### config.mk
export PLATFORM = sky130hd
export DESIGN_NAME = mdu_seq
export DESIGN_NICKNAME = d
export VERILOG_FILES = /design/src/rtl/mdu_pkg.sv /design/src/rtl/mdu_seq.sv
export SDC_FILE = /design/constraint.sdc
export NUM_CORES = 1
export LEC_CHECK = 0
export CAP_MARGIN = 10
export CORE_MARGIN = 3
export CORE_UTILIZATION = 41
export CTS_BUF_LIST = sky130_fd_sc_hd__clkbuf_4
export CTS_CLUSTER_SIZE = 28
export DETAILED_ROUTE_END_ITERATION = 8
export GPL_TIMING_DRIVEN = 0
export HOLD_SLACK_MARGIN = 0.15
export PLACE_DENSITY_LB_ADDON = 0.3
export SLEW_MARGIN = 25
export SYNTH_ARGS = -nofsm -noshare
export SYNTH_HDL_FRONTEND = slang
export SYNTH_SLANG_ARGS = --single-unit
### constraint.sdc
create_clock -name Clk -period 10.5 [get_ports Clk]
set_clock_uncertainty 0.15 [all_clocks]
set_input_delay 1.05 -clock Clk [delete_from_list [all_inputs] [get_ports Clk]]
set_output_delay 1.05 -clock Clk [all_outputs]
set_load 0.005 [all_outputs]
### src/rtl/mdu_pkg.sv
// Shared types and helpers for the multi-cycle multiply/divide sequencer.
package mdu_pkg;

  localparam int unsigned MDU_W = 32;

  typedef enum logic [1:0] {
    OP_MULT  = 2'd0,
    OP_MULTU = 2'd1,
    OP_DIV   = 2'd2,
    OP_DIVU  = 2'd3
  } mdu_op_t;

  typedef enum logic [2:0] {
    ST_IDLE = 3'd0,
    ST_MUL  = 3'd1,
    ST_DIV  = 3'd2,
    ST_FIX  = 3'd3,
    ST_DONE = 3'd4
  } mdu_state_t;

  function automatic logic is_signed(input mdu_op_t op);
    return (op == OP_MULT) || (op == OP_DIV);
  endfunction

  // Magnitude of a two's-complement value when sgn is set, else the raw value.
  function automatic logic [MDU_W-1:0] abs_val(input logic [MDU_W-1:0] v, input logic sgn);
    return (sgn && v[MDU_W-1]) ? -v : v;
  endfunction

endpackage

### src/rtl/mdu_seq.sv
// Multi-cycle MULT/MULTU/DIV/DIVU sequencer owning the HI/LO registers.
// Magnitudes are iterated one bit per cycle; signs are applied in a single FIX cycle.
module mdu_seq
  import mdu_pkg::*;
#(
  parameter int unsigned WIDTH = MDU_W
) (
  input  logic             Clk,
  input  logic             reset,
  input  logic             start,
  input  logic [1:0]       op,
  input  logic [WIDTH-1:0] rs_val,
  input  logic [WIDTH-1:0] rt_val,
  input  logic             hilo_we,
  input  logic             hilo_sel,
  input  logic [WIDTH-1:0] hilo_wdata,
  output logic             busy,
  output logic             done,
  output logic             div_zero,
  output logic [WIDTH-1:0] hi,
  output logic [WIDTH-1:0] lo
);

  localparam int unsigned CNT_W = $clog2(WIDTH);

  mdu_state_t         state, state_nx;
  logic               busy_nx, done_nx, div_zero_nx;
  logic [CNT_W-1:0]   cnt;
  logic [2*WIDTH-1:0] acc;
  logic [WIDTH-1:0]   opd;
  logic               sign_q, sign_r, div_op;

  mdu_op_t          op_e;
  logic             op_sgn, op_is_div, rt_zero, accept, last_iter;
  logic [WIDTH-1:0] a_mag, b_mag;
  logic [WIDTH:0]   mul_sum, div_shift, div_diff;
  logic             div_ge;

  assign op_e      = mdu_op_t'(op);
  assign op_sgn    = is_signed(op_e);
  assign op_is_div = op_e[1];
  assign rt_zero   = (rt_val == '0);
  assign accept    = (state == ST_IDLE) && start;
  assign last_iter = (cnt == CNT_W'(WIDTH - 1));
  assign a_mag     = WIDTH'(abs_val(MDU_W'(rs_val), op_sgn));
  assign b_mag     = WIDTH'(abs_val(MDU_W'(rt_val), op_sgn));

  // Shift-add: upper half accumulates, multiplier bits drain from the low end.
  assign mul_sum   = {1'b0, acc[2*WIDTH-1:WIDTH]} + (acc[0] ? {1'b0, opd} : (WIDTH+1)'(0));

  // Restoring step: bit WIDTH of the trial difference is the borrow.
  assign div_shift = {acc[2*WIDTH-1:WIDTH], acc[WIDTH-1]};
  assign div_diff  = div_shift - {1'b0, opd};
  assign div_ge    = ~div_diff[WIDTH];

  // State and registered status outputs
  always_ff @(posedge Clk) begin
    if (!reset) begin
      state    <= ST_IDLE;
      busy     <= 1'b0;
      done     <= 1'b0;
      div_zero <= 1'b0;
    end else begin
      state    <= state_nx;
      busy     <= busy_nx;
      done     <= done_nx;
      div_zero <= div_zero_nx;
    end
  end

  // Next-state logic
  always_comb begin
    state_nx = state;
    case (state)
      ST_IDLE: begin
        if (start) begin
          if (!op_is_div)   state_nx = ST_MUL;
          else if (rt_zero) state_nx = ST_DONE;
          else              state_nx = ST_DIV;
        end
      end
      ST_MUL:  if (last_iter) state_nx = ST_FIX;
      ST_DIV:  if (last_iter) state_nx = ST_FIX;
      ST_FIX:  state_nx = ST_DONE;
      ST_DONE: state_nx = ST_IDLE;
      default: state_nx = ST_IDLE;
    endcase
  end

  // Output next values, registered alongside the state
  always_comb begin
    busy_nx     = 1'b0;
    done_nx     = 1'b0;
    div_zero_nx = 1'b0;
    case (state_nx)
      ST_MUL, ST_DIV, ST_FIX: busy_nx = 1'b1;
      ST_DONE:                done_nx = 1'b1;
      default:                ;
    endcase
    if (accept && op_is_div && rt_zero) div_zero_nx = 1'b1;
  end

  // Iteration datapath and HI/LO registers
  always_ff @(posedge Clk) begin
    if (!reset) begin
      cnt    <= '0;
      acc    <= '0;
      opd    <= '0;
      sign_q <= 1'b0;
      sign_r <= 1'b0;
      div_op <= 1'b0;
      hi     <= '0;
      lo     <= '0;
    end else begin
      case (state)
        ST_IDLE: begin
          if (start) begin
            cnt    <= '0;
            sign_q <= op_sgn & (rs_val[WIDTH-1] ^ rt_val[WIDTH-1]);
            sign_r <= op_sgn & rs_val[WIDTH-1];
            div_op <= op_is_div;
            if (op_is_div) begin
              opd <= b_mag;
              acc <= {WIDTH'(0), a_mag};
              if (rt_zero) begin
                hi <= rs_val;
                lo <= '1;
              end
            end else begin
              opd <= a_mag;
              acc <= {WIDTH'(0), b_mag};
            end
          end else if (hilo_we) begin
            if (hilo_sel) hi <= hilo_wdata;
            else          lo <= hilo_wdata;
          end
        end
        ST_MUL: begin
          acc <= {mul_sum, acc[WIDTH-1:1]};
          cnt <= cnt + CNT_W'(1);
        end
        ST_DIV: begin
          acc <= {(div_ge ? div_diff[WIDTH-1:0] : div_shift[WIDTH-1:0]), acc[WIDTH-2:0], div_ge};
          cnt <= cnt + CNT_W'(1);
        end
        ST_FIX: begin
          if (div_op) begin
            lo <= sign_q ? -acc[WIDTH-1:0] : acc[WIDTH-1:0];
            hi <= sign_r ? -acc[2*WIDTH-1:WIDTH] : acc[2*WIDTH-1:WIDTH];
          end else begin
            {hi, lo} <= sign_q ? -acc : acc;
          end
        end
        default: ;
      endcase
    end
  end

endmodule
==> After elaboration in Yosys (flattened, before gate mapping) <==
Cells that the tools add are included.
Widths: inputs -> output; s select.
{ "classes": {"reduce_logical": 19, "mux": 35, "eq_ne": 15, "add_sub_neg": 8, "bitwise": 4} }
{ "op_table": {"columns": ["op", "n"], "rows": [
  ["$mux 32", 20],
  ["$pmux 64 s3", 1],
  ["$mux 64", 2],
  ["$neg 32->32", 4],
  ["$pmux 32 s2", 2],
  ["$neg 64->64", 1],
  ["$add 32x32->33", 1],
  ["$sub 33x32->33", 1],
  ["$logic_not 32->1", 1],
  ["$ne 3x3->1 const B", 5],
  ["$eq 3x2->1 const B", 4],
  ["$mux 3", 4],
  ["$pmux 5 s2", 1],
  ["$reduce_and 5->1", 2],
  ["$pmux 3 s3", 1],
  ["$eq 3x1->1 const B", 2],
  ["$reduce_and 2->1", 3],
  ["$add 5x1->5 const B", 1],
  ["$eq 5x5->1 const B", 1],
  ["$logic_and 1x1->1", 5],
  ["$mux 5", 1],
  ["$reduce_bool 2->1", 2],
  ["$eq 3x3->1 const B", 1],
  ["$logic_not 3->1", 1],
  ["other kinds (11)", 14]
]} }
{ "word_totals": {"inputBits": 103, "ff_bits": 174} }

==> Depth between registers and ports, before layout <==
{ "depth": {"ltp_word": 8, "ltp_mapped": 15} }

==> Worst setup path before layout <==
Ideal clock, no wire load.
{ "synth_path": {"path_type": "register to register", "startpoint": "register acc[31]", "endpoint": "register acc[36]", "path_slack_ns": 6.870, "setup_time_ns": 0.128, "path_buffers": 1, "path_stages_with_launch": 15, "arrival_ns": 3.352, "required_time_ns": 10.222, "path_cell_list": "dfxtp_1 > inv_1 > ha_1 > fa_1 > nand2b_1 > a21oi_2 > o21ai_2 > o211a_4 > o31ai_4 > a2111oi_4 > a311oi_4 > buf_6 > mux2_4 > a222oi_1 > nor2_1"} }
{ "synth_via": {"elab_chain_cells": 3} }
{ "synth_rtl": {"columns": ["element", "line", "source"], "rows": [
  ["start, declared", "mdu_seq.sv:29", "logic [2*WIDTH-1:0] acc;"],
  ["start signal, assigned", "mdu_seq.sv:124", "acc <= {WIDTH'(0), a_mag};"],
  ["start signal, assigned", "mdu_seq.sv:131", "acc <= {WIDTH'(0), b_mag};"],
  ["start signal, assigned", "mdu_seq.sv:139", "acc <= {mul_sum, acc[WIDTH-1:1]};"],
  ["$sub 33x32->33", "mdu_seq.sv:53", "assign div_diff = div_shift - {1'b0, opd};"],
  ["$mux 32", "mdu_seq.sv:143", "acc <= {(div_ge ? div_diff[WIDTH-1:0] : div_shift[WIDTH-1:0]), acc[WIDTH-2:0], div_ge};"],
  ["$pmux 64 s3", "mdu_seq.sv:115", "case (state)"]
]} }
Every way passes these cells.
A chain may end at the register's enable or synchronous reset.

==> Worst setup path in the final report <==
{ "layout_path": {"startpoint": "register acc[0]", "endpoint": "register acc[60]"} }
{ "layout_via": {"elab_chain_cells": 3} }
{ "layout_rtl": {"columns": ["element", "line", "source"], "rows": [
  ["$mux 32", "mdu_seq.sv:49", "assign mul_sum = {1'b0, acc[2*WIDTH-1:WIDTH]} + (acc[0] ? {1'b0, opd} : (WIDTH+1)'(0));"],
  ["$add 32x32->33", "mdu_seq.sv:49", null],
  ["$pmux 64 s3", "mdu_seq.sv:115", null]
]} }
Every way passes these cells.

==> summary.md <==
| Metric | Value |
|---|---|
| Relative slew slack | `0.312` |
| Layout Nets | `2,334` |
| IO buf count | `167` |
| Fin crit period | `5.00 ns` |
| Library cells used by synthesis | `about 90` |
| Power Dens Cells | `121 mW/mm^2` |
| Setup violators final | `0` |
| Post-layout util | `0.494` |
| Share of cells above drive strength 1 | `0.0460` |
| Initial Utilization | `0.421` |
| Slew @ Worst Pin | `slightly above 1 ns` |
| Clock Pin Slew Worst Setup and Hold Paths | `around 0.17 ns` |
| First-pass GRT wire length | `96,900 um` |
| Row count | `68` |
| Seq/Total Area, Yosys | `0.236` |
| Antenna violations before repair | `1` |
| RSZ-0062 raised after global routing | `false` |
| Area taken by flip-flops and latches | `0.00348 mm^2` |
| Via count | `between 15,000 and 20,000` |
| #FFs+latches synth | `between 150 and 200` |
| Syn Nets | `roughly 2,100` |
| Post-placement cell count | `2,595` |
| Vias in the first global route | `approximately 15,000` |
| Routed len/inst | `24.9 um` |
| Max Cap Violations | `0` |
| Final ANT Viol Nets | `0` |
| Crit Path Class | `flip-flop to flip-flop` |
| Clock Root Buffer | `clkbuf_4` |
| Layout fillers | `3,578` |
| Clock power frac | `0.204` |
| Syn Area/Cell | `~7.5 um^2` |
| Leakage | `0.00662 uW` |
| Arr. time, crit path | `5.43 ns` |
| Die height | `196 um` |
| Setup TNS | `0 ns` |
| DRC | `0` |
| Vias per cell | `6.28` |
| Total GRT Usage | `0.330` |
| Cts hold-fix bufs | `0` |
| Outcome | `complete, no violations` |
| Area Overhead vs Synth | `17.3%` |
| Post-synth top flop | `dfxtp_1` |
| CTS tree | `yes` |
| Final Instance Area | `0.0173 mm^2` |
| Final period util | `0.476` |
| Worst hold path class | `flip-flop to flip-flop` |
| Part of the power in registers | `0.375` |
| EDFF count, synth | `0` |
| Post_cts resized | `0` |
| CP Capture Type | `flip-flop` |
| Ys async rst share | `0` |
| R2R Setup Slk | `between 5 and 6 ns` |
| Max Clk Rate | `between 200 and 250 MHz` |
| Fin cells | `2,629` |
| Placer's final routability congestion estimate | `1.01` |
| Global route overflow | `0` |
| Yosys warns | `0` |
| Core area | `0.0351 mm^2` |
| # Post-CTS Setup Buffers | `0` |
| Clk_lat worst skew | `0.65 ns` |
| Max Transition Viols Final | `0` |
| Setup crit start kind | `flip-flop` |
| Top Ports | `170` |
| Total CTS buffers | `17` |
| Clk sinks | `174` |
| Largest net degree at the start of global routing | `17` |
| Die Area | `0.0383 mm^2` |
| Area of the multi-input gates | `0.0105 mm^2` |
| Mapped Area | `0.0148 mm^2` |
| CP Data Required Time | `about 11 ns` |
| Overall power | `2090 uW` |
| Worst-case clock buffer depth | `2` |
| Drt first pass iters | `8` |
| Final hold vios | `0` |
| Routed WL | `65,600 um` |
| Die W | `196 um` |
| Peak VDD IR | `0.0784 mV` |
| CP Max Fanout | `10` |
| P_sw | `867 uW` |
| Internal power | `roughly 1200 uW` |
| DP Wirelength | `roughly 54,000 um` |
| CTS H-Tree Depth | `4` |
| Placed cell area | `0.0170 mm^2` |
| Starting DRT DRC Count | `2,002` |
| Synthesized instance count | `1,973` |
| Combinational power share | `0.421` |
| Sw Ratio | `0.414` |
## stage by stage
stage               worst slack (ns)  hold slack [ns]
floorplan                       6.87            0.282
global placement                5.69            0.294
detailed placement              5.65            0.297
CTS                             5.62            0.316
global route                    5.27            0.335
finish                          5.50            0.315
## sequential cells by signal (all words and copies together) (netlist names)
name / cells
div_op: 1
sign_q: 1
state: 3
div_zero: 1
cnt: 5
sign_r: 1
busy: 1
lo: 32
opd: 32
acc: 64
hi: 32
done: 1
## power groups by stage
stage	registers (uW)	logic, uW	clock network, uW
final	785	881	426
after global routing	790	945	449
after CTS	780	862	428
after detailed placement	795	858	0
after global placement	793	855	0
after floorplan	769	559	0
## final timing paths
check             startpoint       to  depth (start not counted)
setup / recovery      acc[0]  acc[60]                         14
hold / removal        lo[28]   lo[28]                          2
setup reg to reg      acc[0]  acc[60]                         14
hold reg to reg       lo[28]   lo[28]                          2
## worst max-delay path, cell delays in order, from the launching register on
cell and delay [ns]:
dfxtp_1 0.45, inv_1 0.28, clkbuf_1 0.42, nor2_1 0.08
ha_1 0.34, a21oi_1 0.37, o21ai_0 0.41, o2111a_1 0.37
o21ai_0 0.40, a32oi_1 0.36, a221oi_1 0.54, a21oi_1 0.15
xor2_1 0.27, a22oi_1 0.11, a31oi_1 0.20
## Yosys cell counts (8+ instances only)
master    instances  area (um^2)
nand2_1         239          897
a21oi_1         222         1110
nor2_1          193          724
dfxtp_1         174         3480
o21ai_0         114          571
xnor2_1         111          972
clkbuf_1        107          402
ha_1             70          876
o211ai_1         66          495
xor2_1           63          552
inv_1            58          218
mux2i_1          45          450
nor3_1           39          195
nand3_1          34          170
a21o_1           32          240
a221oi_1         32          280
a211oi_1         29          218
o311ai_0         27          236
o31ai_1          22          165
a222oi_1         20          200
or3_1            16          100
nand2b_1         15         93.8
a31oi_1          14         87.6
nor2b_1          14         87.6
and2_1           13         81.3
o21a_1           13         97.6
mux2_4           12          180
mux2_2           10          113
nand4_1          10         62.6
nor4_1           10         62.6
o41ai_1          10         87.6
a221o_1           8         80.1
and3_1            8         50.1
buf_1             8         30.0
buf_6             8         90.1
or4_1             8         60.1
## placed cells by master, fill, tap and decap left out, types with 12 or more instances in the layout
master,synthesis,layout
a31oi_1,14,14
mux2_4,12,12
o211ai_1,66,66
clkdlybuf4s50_1,0,167
clkbuf_1,107,107
and2_1,13,13
nor2b_1,14,14
nor3_1,39,39
dfxtp_1,174,174
a211oi_1,29,29
ha_1,70,70
o311ai_0,27,27
clkbuf_4,0,18
nand2_1,239,239
nand3_1,34,34
xor2_1,63,63
nor2_1,193,193
a222oi_1,20,20
mux2i_1,45,45
a21o_1,32,32
a221oi_1,32,32
o31ai_1,22,21
o21ai_0,114,114
o21a_1,13,13
a21oi_1,222,222
nand2b_1,15,15
or3_1,16,16
xnor2_1,111,111
inv_1,58,58
## metal layers
metal	global-route usage	vias to the layer above	routed length (um)
li1	-	7614	-
met1	0.477	7815	28300
met4	0.141	0	2920
met3	0.0484	125	6790
met5	0	-	0
met2	0.488	969	27600
## area by class of cell
cell class	count	share of cell area
antenna	2	0.000289
timing repair buffer	167	0.0965
clock buffer	18	0.00780
multi-input combinational	1611	0.608
clock inverter	14	0.00910
sequential	174	0.201
buffer	129	0.0319
inverter	59	0.0128
tap	455	0.0329
## logic make-up (layout without fill, tap and decap cells)
family | count (synthesis) | count (layout) | synth area share
buffers and inverters | 188 | 387 | 0.0524
adders and majority gates | 72 | 72 | 0.0620
DFF | 174 | 174 | 0.236
AOI/OAI and AO/OA | 668 | 668 | 0.301
and+or+nand+nor | 629 | 629 | 0.194
muxes | 68 | 68 | 0.0511
other | 0 | 2 | 0
xor gates and xnor gates | 174 | 174 | 0.103
(Power assumes the default switching activity.)
